<file path="src/rtl/core_pkg.sv">
// Shared core definitions: divider FSM states and iteration count.
package core_pkg;

    typedef enum logic [1:0] {
        IDLE = 2'd0,
        BUSY = 2'd1,
        DONE = 2'd2
    } div_state_t;

    localparam int DIV_ITERS = 32;

endpackage

</file>
<file path="src/rtl/div_step.sv">
// One restoring-division iteration: shift in a dividend bit, trial-subtract, restore on borrow.
module div_step #(
    parameter int WIDTH = 32
) (
    input  logic [WIDTH:0]   remIn,
    input  logic [WIDTH-1:0] divisor,
    input  logic             bitIn,
    output logic [WIDTH:0]   remOut,
    output logic             qBit
);

    logic [WIDTH+1:0] shifted;
    logic [WIDTH+1:0] diff;

    // One guard bit above the partial remainder makes the borrow visible as the MSB.
    assign shifted = {remIn, bitIn};
    assign diff    = shifted - {2'b00, divisor};
    assign qBit    = ~diff[WIDTH+1];
    assign remOut  = (WIDTH+1)'(qBit ? diff : shifted);

endmodule

</file>
<file path="src/rtl/div_iter.sv">
// Multi-cycle radix-2 restoring divider for DIV/DIVU in the execute stage.
// Optional DIV_ZERO_FAST_EN: a zero divisor skips the iterations and finishes in one cycle.
module div_iter
    import core_pkg::*;
#(
    parameter int WIDTH = DIV_ITERS,
    parameter int CNT_W = 6
) (
    input  logic             clk,
    input  logic             resetn,
    input  logic             start,
    input  logic             signed_div,
    input  logic [WIDTH-1:0] a,
    input  logic [WIDTH-1:0] b,
    input  logic             flush,
    input  logic             ext_stall,
    output logic             div_stall,
    output logic             ready,
    output logic [WIDTH-1:0] hi,
    output logic [WIDTH-1:0] lo
);

    div_state_t       state;
    logic [CNT_W-1:0] count;
    logic [WIDTH-1:0] dvd;
    logic [WIDTH-1:0] dvs;
    logic [WIDTH:0]   rem;
    logic             signQ;
    logic             signR;
    logic             signedOp;
    logic             consumed;

    logic [WIDTH-1:0] absA;
    logic [WIDTH-1:0] absB;
    logic [WIDTH:0]   remNext;
    logic             qBit;
    logic [WIDTH-1:0] quotRaw;
    logic [WIDTH-1:0] remRaw;
    logic [WIDTH-1:0] quotFinal;
    logic [WIDTH-1:0] remFinal;
    logic             lastIter;

    assign absA = (signed_div && a[WIDTH-1]) ? -a : a;
    assign absB = (signed_div && b[WIDTH-1]) ? -b : b;

    div_step #(.WIDTH(WIDTH)) u_step (
        .remIn  (rem),
        .divisor(dvs),
        .bitIn  (dvd[WIDTH-1]),
        .remOut (remNext),
        .qBit   (qBit)
    );

    // dvd doubles as the quotient register: dividend bits leave at the top, quotient bits enter at the bottom.
    assign quotRaw   = {dvd[WIDTH-2:0], qBit};
    assign remRaw    = WIDTH'(remNext);
    assign quotFinal = (signQ && signedOp) ? -quotRaw : quotRaw;
    assign remFinal  = (signR && signedOp) ? -remRaw : remRaw;
    assign lastIter  = (count == CNT_W'(WIDTH - 1));

`ifdef DIV_ZERO_FAST_EN
    logic [WIDTH-1:0] zeroLo;
    assign zeroLo = (signed_div && a[WIDTH-1]) ? WIDTH'(1) : '1;
`endif

    // Handshake: start is a level held by E until the pipeline advances; ready is high for
    // every DONE cycle, and both ready and div_stall are killed combinationally by flush.
    assign div_stall = ~flush & (((state == IDLE) & start & ~consumed) | (state == BUSY));
    assign ready     = ~flush & (state == DONE);

    always_ff @(posedge clk or negedge resetn) begin
        if (!resetn) begin
            state    <= IDLE;
            count    <= '0;
            dvd      <= '0;
            dvs      <= '0;
            rem      <= '0;
            signQ    <= 1'b0;
            signR    <= 1'b0;
            signedOp <= 1'b0;
            consumed <= 1'b0;
            hi       <= '0;
            lo       <= '0;
        end else if (flush) begin
            state    <= IDLE;
            consumed <= 1'b0;
        end else begin
            case (state)
                IDLE: begin
                    // The instruction that just finished may still be in E; wait for it to leave.
                    if (!ext_stall) consumed <= 1'b0;
                    if (start && !consumed) begin
                        dvd      <= absA;
                        dvs      <= absB;
                        rem      <= '0;
                        count    <= '0;
                        signQ    <= a[WIDTH-1] ^ b[WIDTH-1];
                        signR    <= a[WIDTH-1];
                        signedOp <= signed_div;
                        state    <= BUSY;
`ifdef DIV_ZERO_FAST_EN
                        if (b == '0) begin
                            hi    <= a;
                            lo    <= zeroLo;
                            state <= DONE;
                        end
`endif
                    end
                end
                BUSY: begin
                    rem   <= remNext;
                    dvd   <= quotRaw;
                    count <= count + 1'b1;
                    if (lastIter) begin
                        hi    <= remFinal;
                        lo    <= quotFinal;
                        state <= DONE;
                    end
                end
                DONE: begin
                    if (!ext_stall) begin
                        state    <= IDLE;
                        consumed <= 1'b1;
                    end
                end
                default: state <= IDLE;
            endcase
        end
    end

endmodule

</file>
<file path="config.mk">
export PLATFORM = sky130hd
export DESIGN_NAME = div_iter
export DESIGN_NICKNAME = d
export VERILOG_FILES = /design/src/rtl/core_pkg.sv /design/src/rtl/div_step.sv /design/src/rtl/div_iter.sv
export SDC_FILE = /design/constraint.sdc
export NUM_CORES = 1
export LEC_CHECK = 0
export CAP_MARGIN = 15
export CORE_MARGIN = 10
export CORE_UTILIZATION = 40
export CTS_CLUSTER_SIZE = 28
export DETAILED_ROUTE_END_ITERATION = 7
export PLACE_DENSITY = 0.64
export SLEW_MARGIN = 10
export SYNTH_ARGS = -nofsm -noshare
export SYNTH_HDL_FRONTEND = slang
export SYNTH_HIERARCHICAL = 1
export SYNTH_SLANG_ARGS = --single-unit
</file>
<file path="constraint.sdc">
create_clock -name clk -period 6.3 [get_ports clk]
set_clock_uncertainty 0.15 [all_clocks]
set_input_delay 1.575 -clock clk [delete_from_list [all_inputs] [get_ports clk]]
set_output_delay 1.575 -clock clk [all_outputs]
set_load 0.05 [all_outputs]
</file>
==> results of run 1 <==
state kept, by name (all words and copies together) (netlist names):
name	flops
count	6
consumed	1
signedOp	1
state	2
signQ	1
dvd	32
dvs	32
hi	32
lo	32
signR	1
rem	33
power by group:
part,total [mW],internal (mW),switching (mW)
Sequential,1.55,1.32,0.230
Clock,1.09,0.568,0.518
Combinational,3.31,1.34,1.97
worst max-delay path: cells and delay by family, from the launching register on:
family / cells / cell delay, ns
compound gates: 5 / 1.19
xor+xnor: 2 / 0.98
fa+ha+maj: 2 / 0.60
buf+inv: 1 / 0.14
flops: 1 / 0.40
mux: 2 / 0.55
simple gates: 5 / 1.72
cells by family after synthesis:
family | synth area share
AOI/OAI and AO/OA | 0.228
and+or+nand+nor | 0.169
DFF | 0.380
xor gates and xnor gates | 0.111
buffers and inverters | 0.0422
adders and majority gates | 0.0424
muxes | 0.0283
routing by layer:
metal	vias up	share of wire	GRT usage
met2	254	0.42	0.247
met4	0	0.012	0.0473
met3	27	0.057	0.0369
met5	-	0	0
li1	4890	-	-
met1	4674	0.51	0.269
final cells by class:
| cell class | count | area (um^2) |
|---|---|---|
| clock buffers | 17 | 425 |
| clock inverters | 15 | 164 |
| fillers | 2699 | 14300 |
| inverters | 52 | 195 |
| multi-input cells | 1027 | 6630 |
| flip-flops and latches | 173 | 4330 |
| well taps | 378 | 473 |
| repair buffers | 143 | 1420 |
worst paths after layout:
path                       startpoint     end  slack [ns]
min in group asynchronous      resetn   hi[4]        0.95
setup / recovery               rem[7]  hi[18]        0.44
setup reg to reg               rem[7]  hi[18]        0.44
max in group asynchronous      resetn  dvd[5]        4.03
hold reg to reg                 lo[4]   lo[4]        0.33
hold / removal                  lo[4]   lo[4]        0.33
metrics by stage:
| step | hold slack, ns | cells | util |
|---|---|---|---|
| 2_1_floorplan | 0.300 | 1323 | - |
| 3_3_place_gp | 0.310 | 1773 | 0.467 |
| 3_5_place_dp | 0.320 | 1773 | 0.467 |
| 4_1_cts | 0.335 | 1805 | 0.488 |
| 5_1_grt | 0.356 | 1805 | 0.488 |
| 6_report | 0.327 | 1805 | 0.488 |
synthesized netlist by cell type (13+ instances only):
master	n	area [um^2]
dfrtp_1	173	4330
nand2_1	173	649
o21ai_0	155	776
nor2_1	91	342
xnor2_1	85	744
a21oi_1	72	360
clkbuf_1	64	240
xor2_1	59	517
inv_1	52	195
ha_1	37	463
a22o_1	32	280
nor3_1	29	145
a21o_1	27	203
a31oi_1	22	138
o31ai_1	22	165
mux2_1	20	225
nor4_1	15	93.8
nor2b_1	13	81.3
o21ai_1	13	65.1
==> impl_results.md, run 1 <==
- Remaining Overflow, GRT: 0
- Synth async-reset ratio: 1.00
- Iteration count of the initial detailed-routing pass: 5
- Final non-filler cell area: 13600 um^2
- RD Place Congestion: 0.895
- CTS clock-pin slew for the worst setup and hold paths: 0.07 ns
- Ratio of cells with drive above 1 in the final layout: 0.0512
- Dpl ws: 0.494 ns
- Gate Count Post-Synth: 1323
- Drt drc: 0
- Final antenna-violating net count: 0
- Crit path launch type: flip-flop
- Vias in the first global route: 9203
- Wire per inst: about 18 um
- Core area: 27900 um^2
- Postcts setup bufs: 0
- Most common cell after layout, fill and taps aside: dfrtp_1
- Total CTS buffers: 17
- Total wire length: 32.1 mm
- Count of unique library cells instantiated by Yosys: 77
- DIE AREA: 35600 um^2
- Setup violations, final: 0
- DRT iter0 DRCs: 808
- Root buf cell: clkbuf_16
- Initial Utilization: 0.408
- Slowest Stage Delay on Critical Path: 0.81 ns
- First-pass GRT wire length: 51.6 mm
- Std cell rows: 61
- RSZ-0062 raised after global routing: no
- Post-CTS resize count: 0
- Worst-Margin Slew: roughly 1.0 ns
- CP endpoint kind: flip-flop
- Area grow syn2layout: 19.7%
- Static Leak: 5.82 nW
- Max Root-Sink Buffers: 2
- Sequential element share of the synthesized area: 0.380
- MaxCap Viol Count: 0
- Setup ws final: 0.436 ns
- Most frequent cells in the layout: dfrtp_1 (173), nand2_1 (171), o21ai_0 (155)
- Hold-critical path depth: 2
- Slowest cell on crit path: xor2_4
- Status: completed
- Crit path time final: 5.86 ns
- Sink Count: around 170
- Final period utilization: 0.931
- Initial antenna violation count: 0
- CP max FO: 30
- Worst EP required: ~6.5 ns
- Cell area after synthesis: 11400 um^2
- CTS tree: built
- Seq cells post-synth: about 170
- Nets@finish: roughly 1.5k
- Worst R2R Path Depth: 17
- Final Hold Fails: 0
- Post-synth top flop: dfrtp_1
- Tot Pwr: a little under 6 mW
- Synthesized area per cell: ~8.6 um^2
- Die Y: about 190 um
- Placed Area: 13000 um^2
- H-tree depth: 4
- Max Clock Freq: about 170 MHz
- Slew headroom: 0.325
- Pwr per Cell Area: about 440 nW/um^2
- Port Buf Inserts: 135
- Largest net degree at the start of global routing: about 110
- Setup_tns: 0 ns
- Critical path class: flip-flop to flip-flop
- CP Cell Sequence: ha_1 -> and3_1 -> or3b_1 -> a211oi_2 -> o31ai_1 -> and3_4 -> o31ai_4 -> xor2_4 -> mux2i_1 -> inv_1 -> ha_1 -> or4b_1 -> or2_2 -> o31ai_4 -> o21ai_1 -> xor2_1 -> mux2_2
- Gr usage total: 0.178
- Warnings, synthesis: 6
- Vias: about 9.8k
- Post-synth EDFFs: 0
- Clk_lat worst skew: 0.45 ns
- Syn Nets: 1431
- Arrival @ worst endpoint: 6.05 ns
- # IOs: 136
- # diodes: 0
- Peak VDD IR: 0.276 mV
- Min-delay worst type: flip-flop to flip-flop
- Dpl hpwl: ~24 mm
- Pins Over Slew Limit: 0
- Hold buffers post-CTS: 0
- Die width: approximately 190 um
- Vias per cell: 5.45
Note: power is estimated with default switching activity, not from simulation.
==> run 2, diff against run 1 <==
GPL_TIMING_DRIVEN = 0   (was unset)
PLACE_DENSITY = unset   (was 0.64)
==> impl_results.md, run 2 (synthesis results as in run 1) <==
- Status: completed
- Die width: 189 um (unchanged)
- CP max FO: 10 (-67%)
- Remaining Overflow, GRT: 0 (unchanged)
- Final period utilization: 0.957 (+0.0263)
- Crit path time final: 6.03 ns (+0.166 ns)
- Initial antenna violation count: 0 (unchanged)
- CTS clock-pin slew for the worst setup and hold paths: 0.07 ns (about the same)
- Largest Register: rem
- MaxCap Viol Count: 0 (unchanged)
- RD Place Congestion: 0.897 (+0.28%)
- Slowest cell on crit path: clkdlybuf4s50_1
- R2R Setup Slk: 0.73 ns (+0.29 ns)
- Vias in the first global route: 9718 (+5.6%)
- Setup_tns: 0 ns (unchanged)
- Number of flip-flops in the largest register: 33 (unchanged)
- Total CTS buffers: 17 (unchanged)
- # IOs: 136 (unchanged)
- Slew headroom: 0.348 (+0.0227)
- Std cell rows: 61 (unchanged)
- Max Root-Sink Buffers: 2 (unchanged)
- Vias per cell: 5.42 (-0.54%)
- WHS: 0.327 ns (-0.000347 ns)
- Hold buffers post-CTS: 0 (unchanged)
- WL met2: 14.5 mm (+8.2%)
- Area of the multi-input gates: 6580 um^2 (-0.68%)
- # diodes: 0 (unchanged)
- H-tree depth: 4 (unchanged)
- Pins Over Slew Limit: 0 (unchanged)
- Gr usage total: 0.188 (+0.0107)
- CP Launch Point: flush
- DRT iter0 DRCs: 670 (-17%)
- Total wire length: 34.1 mm (+6.2%)
- CP endpoint kind: primary output
- WL met3: 2.23 mm (+21%)
- Postcts setup bufs: 0 (unchanged)
- DIE AREA: 35600 um^2 (unchanged)
- Nets@finish: 1586 (+4.2%)
- RSZ-0062 raised after global routing: no
- Ratio of cells with drive above 1 in the final layout: 0.0423 (-0.00890)
- M1 WL: 17.1 mm (+4.0%)
- Core area: 27900 um^2 (unchanged)
- DR top layer: met4
- Kind of cell adding the most delay to the critical path: buffers and inverters
- Tot Pwr: 6.00 mW (+0.89%)
- Static Leak: 5.86 nW (+0.63%)
- CTS tree: built
- Dpl hpwl: 26.7 mm (+11%)
- Min-delay worst type: flip-flop to flip-flop
- RR Startpoint: rem[5]
- Post-CTS resize count: 0 (unchanged)
- Worst-Margin Slew: 0.954 ns (-0.0571 ns)
- Arrival @ worst endpoint: 4.30 ns (-1.75 ns)
- Die Y: 189 um (unchanged)
- Crit path launch type: input port
- Final antenna-violating net count: 0 (unchanged)
- Port Buf Inserts: 135 (unchanged)
- Root buf cell: clkbuf_16
- Drt drc: 0 (unchanged)
- Slowest Stage Delay on Critical Path: 0.90 ns (+0.09 ns)
- Fillers: 2722 (+0.85%)
- Initial Utilization: 0.408 (unchanged)
- Peak VDD IR: 0.231 mV (-16%)
- Iteration count of the initial detailed-routing pass: 5 (unchanged)
- Final Hold Fails: 0 (unchanged)
- Critical path class: input port to primary output
- Area grow syn2layout: 21.3%
- Wire per inst: 18.3 um (+2.6%)
- Worst EP required: 4.58 ns (-1.90 ns)
- Number of buffers and inverters on the critical path: 5 (+4)
- Clk_lat worst skew: 0.43 ns (-0.02 ns)
- Largest net degree at the start of global routing: 103 (-2.8%)
- Max Clock Freq: 166 MHz (-2.7%)
- Pwr per Cell Area: 434 nW/um^2 (-0.47%)
- HP Start: hi[22]
- Setup violations, final: 0 (unchanged)
- First-pass GRT wire length: 54.5 mm (+5.7%)
- Most frequent cells in the layout: nand2_1 (173), dfrtp_1 (173), o21ai_0 (155)
- Register area: 4330 um^2 (unchanged)
- Vias: 10.1k (+3.0%)
- CP Cell Sequence: clkdlybuf4s50_1 -> nor2_1 -> o21ai_1 -> inv_1 -> clkbuf_1 -> clkbuf_1 -> clkdlybuf4s50_1
- Sink Count: 173 (unchanged)
==> run 2: changes by cell type in the layout (fill, tap and decap cells not counted), moves of 3 or more <==
cell	change
buf_1	+3
buf_4	-5
clkbuf_1	+64
inv_8	-4
==> run 2: path summary, 6_finish.rpt <==
path,to,cells past startpoint
worst min register to register,hi[22],2
worst max-delay path,div_stall,7
worst max register to register,hi[25],17
min in group asynchronous,rem[6],1
worst min-delay path,hi[22],2
max in group asynchronous,lo[1],2
==> run 2: routing by layer <==
| metal | track usage | vias to the layer above |
|---|---|---|
| met1 | 0.277 | 4787 |
| li1 | - | 5026 |
| met3 | 0.0415 | 17 |
| met2 | 0.276 | 309 |
| met5 | 0 | - |
| met4 | 0.0357 | 0 |
==> run 2: worst min-delay path, cell delays in order, from the launching register on <==
cell     delay (ns)
dfrtp_1        0.34
nand2_1        0.04
o21ai_0        0.06
==> run 2: power by group <==
part	internal, mW	switching (mW)	total, mW
combinational	1.36	2.03	3.40
clock	0.565	0.486	1.05
sequential	1.32	0.230	1.55
==> run 2: layout make-up <==
cell class / instances / share of cell area
Inverter: 52 / 0.0141
Multi-Input combinational cell: 1027 / 0.476
Buffer: 71 / 0.0206
Timing Repair Buffer: 136 / 0.100
Sequential cell: 173 / 0.313
Tap cell: 378 / 0.0342
Clock inverter: 14 / 0.00978
Clock buffer: 18 / 0.0318
==> run 2: metrics by stage <==
stage	cells	area, um^2	util	setup WS (ns)
3_3_place_gp	1836	13200	0.473	-3.82
6_report	1869	13800	0.495	0.270
2_1_floorplan	1323	11400	-	1.32
5_1_grt	1869	13800	0.495	0.0961
4_1_cts	1869	13800	0.495	0.295
3_5_place_dp	1837	13200	0.474	0.297
